**src/rtl/mult4u_acc_stage.sv**
```systemverilog
// mult4u_acc_stage: accumulate stage behind the unsigned 4x4 multiplier.
// Sums a group of handshaked products and presents the group total downstream.
// Groups close after LEN accepted beats or on a beat marked in_last.
// Optional feature: define MULT4U_RESIDUE_CHK_EN to enable a mod-3 residue check of
// each product. The check drives out_err and err_cnt. Without the macro, both are tied to 0.
module mult4u_acc_stage #(
  parameter int LEN   = 4,
  parameter int ACC_W = 12
) (
  input  logic             clk,
  input  logic             rst_n,
  input  logic             in_valid,
  output logic             in_ready,
  input  logic [3:0]       in_a,
  input  logic [3:0]       in_b,
  input  logic [7:0]       in_p,
  input  logic             in_last,
  output logic             out_valid,
  input  logic             out_ready,
  output logic [ACC_W-1:0] out_sum,
  output logic             out_ovf,
  output logic             out_err,
  output logic [7:0]       err_cnt
);

  typedef enum logic {
    ACCUM = 1'b0,
    HOLD  = 1'b1
  } state_t;

  localparam logic [8:0] LEN_W = 9'(LEN);

  state_t           r_state;
  state_t           w_state_next;
  logic [ACC_W-1:0] r_acc;
  logic [7:0]       r_cnt;
  logic             r_ovf;

  logic             w_accept;
  logic             w_take;
  logic             w_close;
  logic [ACC_W:0]   w_sum_ext;
  logic [8:0]       w_cnt_inc;

  // Handshake qualifiers depend only on registered state and the sampled inputs.
  assign w_accept  = in_valid & (r_state == ACCUM);
  assign w_take    = out_ready & (r_state == HOLD);
  // One extra bit on the sum exposes the carry out of the accumulator's MSB.
  assign w_sum_ext = {1'b0, r_acc} + {{(ACC_W-7){1'b0}}, in_p};
  assign w_cnt_inc = {1'b0, r_cnt} + 9'd1;
  assign w_close   = in_last | (w_cnt_inc == LEN_W);

  // State register.
  always_ff @(posedge clk or negedge rst_n) begin
    if (!rst_n) begin
      r_state <= ACCUM;
    end else begin
      r_state <= w_state_next;
    end
  end

  // Next state: close the group on the last accepted beat, reopen when the result is taken.
  always_comb begin
    w_state_next = r_state;
    case (r_state)
      ACCUM: if (w_accept && w_close) w_state_next = HOLD;
      HOLD:  if (out_ready)           w_state_next = ACCUM;
      default: w_state_next = ACCUM;
    endcase
  end

  // Accumulator, beat counter and sticky overflow. The take edge clears them for the next group.
  always_ff @(posedge clk or negedge rst_n) begin
    if (!rst_n) begin
      r_acc <= '0;
      r_cnt <= 8'd0;
      r_ovf <= 1'b0;
    end else if (w_take) begin
      r_acc <= '0;
      r_cnt <= 8'd0;
      r_ovf <= 1'b0;
    end else if (w_accept) begin
      r_acc <= w_sum_ext[ACC_W-1:0];
      r_cnt <= w_cnt_inc[7:0];
      if (w_sum_ext[ACC_W]) r_ovf <= 1'b1;
    end
  end

  assign in_ready  = (r_state == ACCUM);
  assign out_valid = (r_state == HOLD);
  assign out_sum   = r_acc;
  assign out_ovf   = r_ovf;

`ifdef MULT4U_RESIDUE_CHK_EN
  logic       r_err;
  logic [7:0] r_err_cnt;
  logic [3:0] w_res_prod;
  logic       w_mismatch;

  function automatic logic [1:0] mod3(input logic [7:0] v);
    logic [7:0] r;
    r = v % 8'd3;
    return r[1:0];
  endfunction

  // The residue of the product must equal the product of the operand residues, mod 3.
  assign w_res_prod = {2'b00, mod3({4'b0000, in_a})} * {2'b00, mod3({4'b0000, in_b})};
  assign w_mismatch = (mod3({4'b0000, w_res_prod}) != mod3(in_p));

  // Per-group sticky error flag. It includes a mismatch on the closing beat.
  always_ff @(posedge clk or negedge rst_n) begin
    if (!rst_n) begin
      r_err <= 1'b0;
    end else if (w_take) begin
      r_err <= 1'b0;
    end else if (w_accept && w_mismatch) begin
      r_err <= 1'b1;
    end
  end

  // Lifetime mismatch counter. It saturates at 255 and only reset clears it.
  always_ff @(posedge clk or negedge rst_n) begin
    if (!rst_n) begin
      r_err_cnt <= 8'd0;
    end else if (w_accept && w_mismatch && (r_err_cnt != 8'hFF)) begin
      r_err_cnt <= r_err_cnt + 8'd1;
    end
  end

  assign out_err = r_err;
  assign err_cnt = r_err_cnt;
`else
  // Operands are only needed by the residue checker.
  logic w_unused_operands;
  assign w_unused_operands = ^{in_a, in_b};
  assign out_err = 1'b0;
  assign err_cnt = 8'd0;
`endif

endmodule

```
**config.mk**
```make
export PLATFORM = sky130hd
export DESIGN_NAME = mult4u_acc_stage
export DESIGN_NICKNAME = d
export VERILOG_FILES = /design/src/rtl/mult4u_acc_stage.sv
export SDC_FILE = /design/constraint.sdc
export NUM_CORES = 1
export LEC_CHECK = 0
export CELL_PAD_IN_SITES_DETAIL_PLACEMENT = 0
export CELL_PAD_IN_SITES_GLOBAL_PLACEMENT = 1
export CORE_MARGIN = 1.5
export CORE_UTILIZATION = 35
export CTS_BUF_LIST = sky130_fd_sc_hd__clkbuf_16
export CTS_CLUSTER_SIZE = 30
export DETAILED_ROUTE_END_ITERATION = 8
export PLACE_DENSITY = 0.91
export SLEW_MARGIN = 0
export SYNTH_ARGS = -nofsm -noshare
export SYNTH_HDL_FRONTEND = slang
export SYNTH_SLANG_ARGS = --single-unit
export TNS_END_PERCENT = 5
```
**constraint.sdc**
```tcl
create_clock -name clk -period 2.5 [get_ports clk]
set_input_delay 0.625 -clock clk [delete_from_list [all_inputs] [get_ports clk]]
set_output_delay 0.625 -clock clk [all_outputs]
set_load 0.1 [all_outputs]
```
# Word-level counts from Yosys, hierarchy flattened
# Index checks and enable logic that the tools add are counted.
# W data, S select, Z words.
word_totals:
  register_bits: 22
  inputBits: 21
  output_inout_bits: 24
  wordCells: 25
op_classes:
  n_addsub: 2
  eq_ne: 1
  muxes: 10
  bitwise_logic: 4
  reduce_logical: 4
op_table:
  columns: ["cell", "count"]
  rows:
  - ["$mux W12", 2]
  - ["$mux W8", 2]
  - ["$add A12 B8 Y13", 1]
  - ["$add A8 B1 Y9 const B", 1]
  - ["$eq A9 B3 Y1 const B", 1]
  - ["$mux W1", 5]
  - ["$reduce_bool A2 Y1", 2]
  - ["$and A1 B1 Y1", 2]
  - ["$pmux W1 S2", 1]
  - ["$reduce_and A2 Y1", 1]
  - ["$logic_and A1 B1 Y1", 1]
  - ["$not A1 Y1", 1]
  - ["$or A1 B1 Y1", 1]

# Logic depth before layout (Yosys ltp)
# Gate-level depths: netlist of run 1.
depth:
  word_depth: 6
  depth_mapped: 6
  mapped_depth_nobuf: 6

# Least setup slack after synthesis of run 1
# No wires, ideal clock.
synth_timing:
  path_type: "reg2reg"
  startpoint: "reg r_acc[0] (netlist: out_sum[0])"
  endpoint: "reg r_acc[8] (netlist: out_sum[8])"
  setup_ps: 94
  t_arrival_ps: 2274
  required_ps: 2406
  slack_ps: 132
  path_stages_with_launch: 7
  path_buffers: 0
  synth_period_minus_slack_ps: 2368
  cell_sequence: "dfrtp_1 -> ha_1 -> fa_1 -> a21oi_1 -> o22ai_1 -> o31ai_1 -> mux2i_1"
synth_via:
  elab_chain_len: 3
synth_lines:
  columns: ["item", "line_no", "source"]
  rows:
  - ["from (decl)", "35", "logic [ACC_W-1:0] r_acc;"]
  - ["from (signal assigned)", "83", "r_acc <= w_sum_ext[ACC_W-1:0];"]
  - ["$add A12 B8 Y13", "49", "assign w_sum_ext = {1'b0, r_acc} + {{(ACC_W-7){1'b0}}, in_p};"]
  - ["$mux W12", "82", "end else if (w_accept) begin"]
  - ["$mux W12", "78", "end else if (w_take) begin"]
# Every way passes these cells. The select of a mux whose other input is x is not followed.
# A chain may end at the register's enable or synchronous reset.

# Worst setup path in the final report of run 1
layout_timing:
  startpoint: "in in_p[0]"
  endpoint: "reg r_acc[8] (netlist: out_sum[8])"
layout_via:
  elab_chain_len: 3
layout_lines:
  columns: ["item", "line_no", "source"]
  rows:
  - ["from (decl)", "16", "input logic [7:0] in_p,"]
  - ["$add A12 B8 Y13", "49", null]
  - ["$mux W12", "82", null]
  - ["$mux W12", "78", null]
# Every way passes these cells. The select of a mux whose other input is x is not followed.

==> summary.txt, run 1 <==
Worst setup path
  • Reg-to-Reg End: out_sum[8]
  • Critical path type: primary input to flop
  • Worst Path Buf+Inv: 1
  • Critical path depth in cells: 7
  • R2R depth: 6
  • FF-to-FF setup slack: 520 ps
  • RR Startpoint: out_sum[0]
  • Cell family with most CP delay: adder cells
  • Largest stage delay, worst path: 430 ps
  • Critical path's slowest cell: fa_1
  • Crit-path cells: clkdlybuf4s50_1 > ha_1 > fa_1 > a21oi_2 > o22ai_1 > o31ai_1 > mux2i_1
  • CP Launch Type: primary input
  • Crit. End Element: flop
  • CP arrival: 2540 ps
  • CP required: 2680 ps
  • Crit path max fanout: 3

Yosys
  • Synth Flop Type: dfrtp_1
  • Syn Area/Cell: 9.256 µm²
  • Post-synth top area cell: dfrtp_1
  • Synthesis Warnings: 0
  • Asr flop ratio synth: 100.0%
  • Synthesized flop and latch total: 22
  • Synth top area cells: dfrtp_1 37%, ha_1 8.4%, buf_4 5.0%
  • Post-synth EDFFs: 0
  • Syn Inst Count: 161
  • Post-synth cell types: 43
  • Synth top area share: 36.94%
  • Synth Cell Area: 1490 µm²
  • Sequential-to-total area share from yosys stat: 36.94%

Placed design
  • Inst Count DP: 246
  • DP Area: 1822 µm²
  • Hpwl dp: 2445 µm
  • Gpl congestion: 0.8460
  • Dpl ws: -155.7 ps
  • Port Buf Inserts: 27

STA
  • RSZ-0062 raised after global routing: false
  • Setup violations, final: 0
  • Final hold vios: 0
  • Fmax: 423.3 MHz
  • Final worst setup slack: 137.9 ps
  • Hold slack: 499.7 ps
  • Final period utilization: 94.49%
  • Slew HR: 37.92%
  • Period minus WS final: 2362 ps
  • Worst slew pin tran: 931.2 ps
  • Slew Limit Fails: 0
  • Setup TNS: 0 ps
  • Clock Skew: 3.411 ps

Floorplanning
  • Die area: 4658 µm²
  • Die X: 68.25 µm
  • Starting density of the core: 36.73%
  • Cell row count: 23
  • Core area: 4058 µm²
  • Num ports: 45
  • Die Y: 68.25 µm

Clocking
  • Clock root buffer: clkbuf_16
  • CTS Sinks: 22
  • Cts bufs inserted: 3
  • Post_cts resized: 0
  • Clock Tree Buf Depth: 2
  • H-Tree Depth: 1
  • Setup bufs post-CTS: 0
  • Worst skew pair latency: 260 ps
  • Reg clk slew, reported paths: 60 ps
  • # hold bufs at CTS: 0
  • CTS tree: yes

Routing
  • Final wirelength: 3261 µm
  • Drt wl/cell: 13.10 µm
  • Post-route ant nets: 0
  • Via count: 1,294
  • Pre-Repair DR Iteration Count: 4
  • DR iter-0 viols: 46
  • Vias/cell: 5.197
  • # DRC: 0

Finish
  • Most common cell after layout, fill and taps aside: buf_4
  • Final nets: 233
  • Diode count: 0
  • Area grow syn2layout: 27.54%
  • Final core utilization: 46.84%
  • Finished layout cell area: 1901 µm²
  • Final Non-Filler Cells: 249
  • Layout cells sized above 1: 18.09%
  • Most frequent cells in the layout: 27 x buf_4, 22 x dfrtp_1, 17 x nand2_1

Worst hold path
  • Worst hold start: out_ovf
  • Hold path cells: 2
  • Hold Crit Endpoint: out_ovf
  • Hold crit path type: flop to flop

Power and ir drop
  • Sw Share: 54.13%
  • Clock share of power: 13.3%
  • Peak supply drop: 0.0008731 V
  • Internal power: 1.178 mW
  • Switch Pwr: 1.390 mW
  • Flop pwr share: 22.7%
  • Tot Pwr: 2.568 mW
  • Pleak: 0.8942 nW
  • PD cells: 1351 nW/µm²
  • Gate power share: 64.0%

Global routing
  • First-pass GRT wire length: 5554 µm
  • Initial antenna violation count: 0
  • Total gr overflow: 0
  • Largest net degree at the start of global routing: 23
  • Vias in the first global route: 1,275
  • Total GRT Usage: 15.60%

Outcome
  • Outcome: completed

Run
  • Max cap viols: 0
logic make-up after synthesis:
| logic type | after synthesis | synth area share, % |
|---|---|---|
| muxes | 3 | 2.015 |
| buffers and inverters | 20 | 7.640 |
| xor gates and xnor gates | 8 | 4.702 |
| DFF | 22 | 36.94 |
| and+or+nand+nor | 44 | 14.36 |
| other | 1 | 0.2516 |
| adders and majority gates | 11 | 9.740 |
| AOI/OAI and AO/OA | 52 | 24.35 |
synth_stat cells, types with 6 or more instances:
master   number
buf_4        10
nand2_1      17
inv_1         8
ha_1         10
a22o_1        6
xnor2_1       6
o21ai_0      12
nand3_1       8
a21oi_1       7
dfrtp_1      22
state kept, by name, summed over array words and instances (netlist names):
register   flops
out_valid      1
out_ovf        1
r_cnt          8
out_sum       12
worst register-to-register path, stage by stage, from the launching register on:
cell,delay (ps)
dfrtp_1,400
ha_1,210
fa_1,430
a21oi_2,210
o22ai_1,130
o31ai_1,300
mux2i_1,230
worst max path at each step:
stage	to	slack, ps	startpoint
3_5_place_dp	out_sum[8]	-160	in_p[0]
3_3_place_gp	out_sum[8]	-160	in_p[0]
5_1_grt	out_sum[8]	20	in_p[0]
6_report	out_sum[8]	140	in_p[0]
2_1_floorplan	out_sum[8]	130	out_sum[0]
4_1_cts	out_sum[8]	70	in_p[0]
layer usage:
metal | track usage [%] | vias to the layer above | routed length [µm]
met5 | 0 | - | 0
met4 | 2.250 | 0 | 18
met3 | 3.947 | 2 | 125
met2 | 25.85 | 23 | 1490
met1 | 20.91 | 621 | 1627
li1 | - | 648 | -
power groups by stage:
stage | Clock, mW | Combinational (mW) | Sequential (mW)
floorplan | 0 | 0.679 | 1.16
global placement | 0 | 1.62 | 0.585
detailed placement | 0 | 1.64 | 0.587
CTS | 0.345 | 1.65 | 0.582
global route | 0.357 | 1.76 | 0.603
finish | 0.341 | 1.64 | 0.582
area by class of cell:
type	instances	area, µm²
clock buffers	3	75.07
fillers	397	2157
inverters	8	30.03
multi-input cells	127	859.6
flip-flops and latches	22	550.5
well taps	50	62.56
repair buffers	39	322.8
No activity file was read; power rests on OpenSTA's default activity.
==> inputs of run 2 (changes only) <==
--- a/config.mk
+++ b/config.mk
@@ -13,6 +13,7 @@
 export CTS_CLUSTER_SIZE = 30
 export DETAILED_ROUTE_END_ITERATION = 8
 export PLACE_DENSITY = 0.91
+export SKIP_CTS_REPAIR_TIMING = 1
 export SLEW_MARGIN = 0
 export SYNTH_ARGS = -nofsm -noshare
 export SYNTH_HDL_FRONTEND = slang
==> results of run 2 <==
Same layout as run 1: the final DEF is identical, and so are final timing and power.
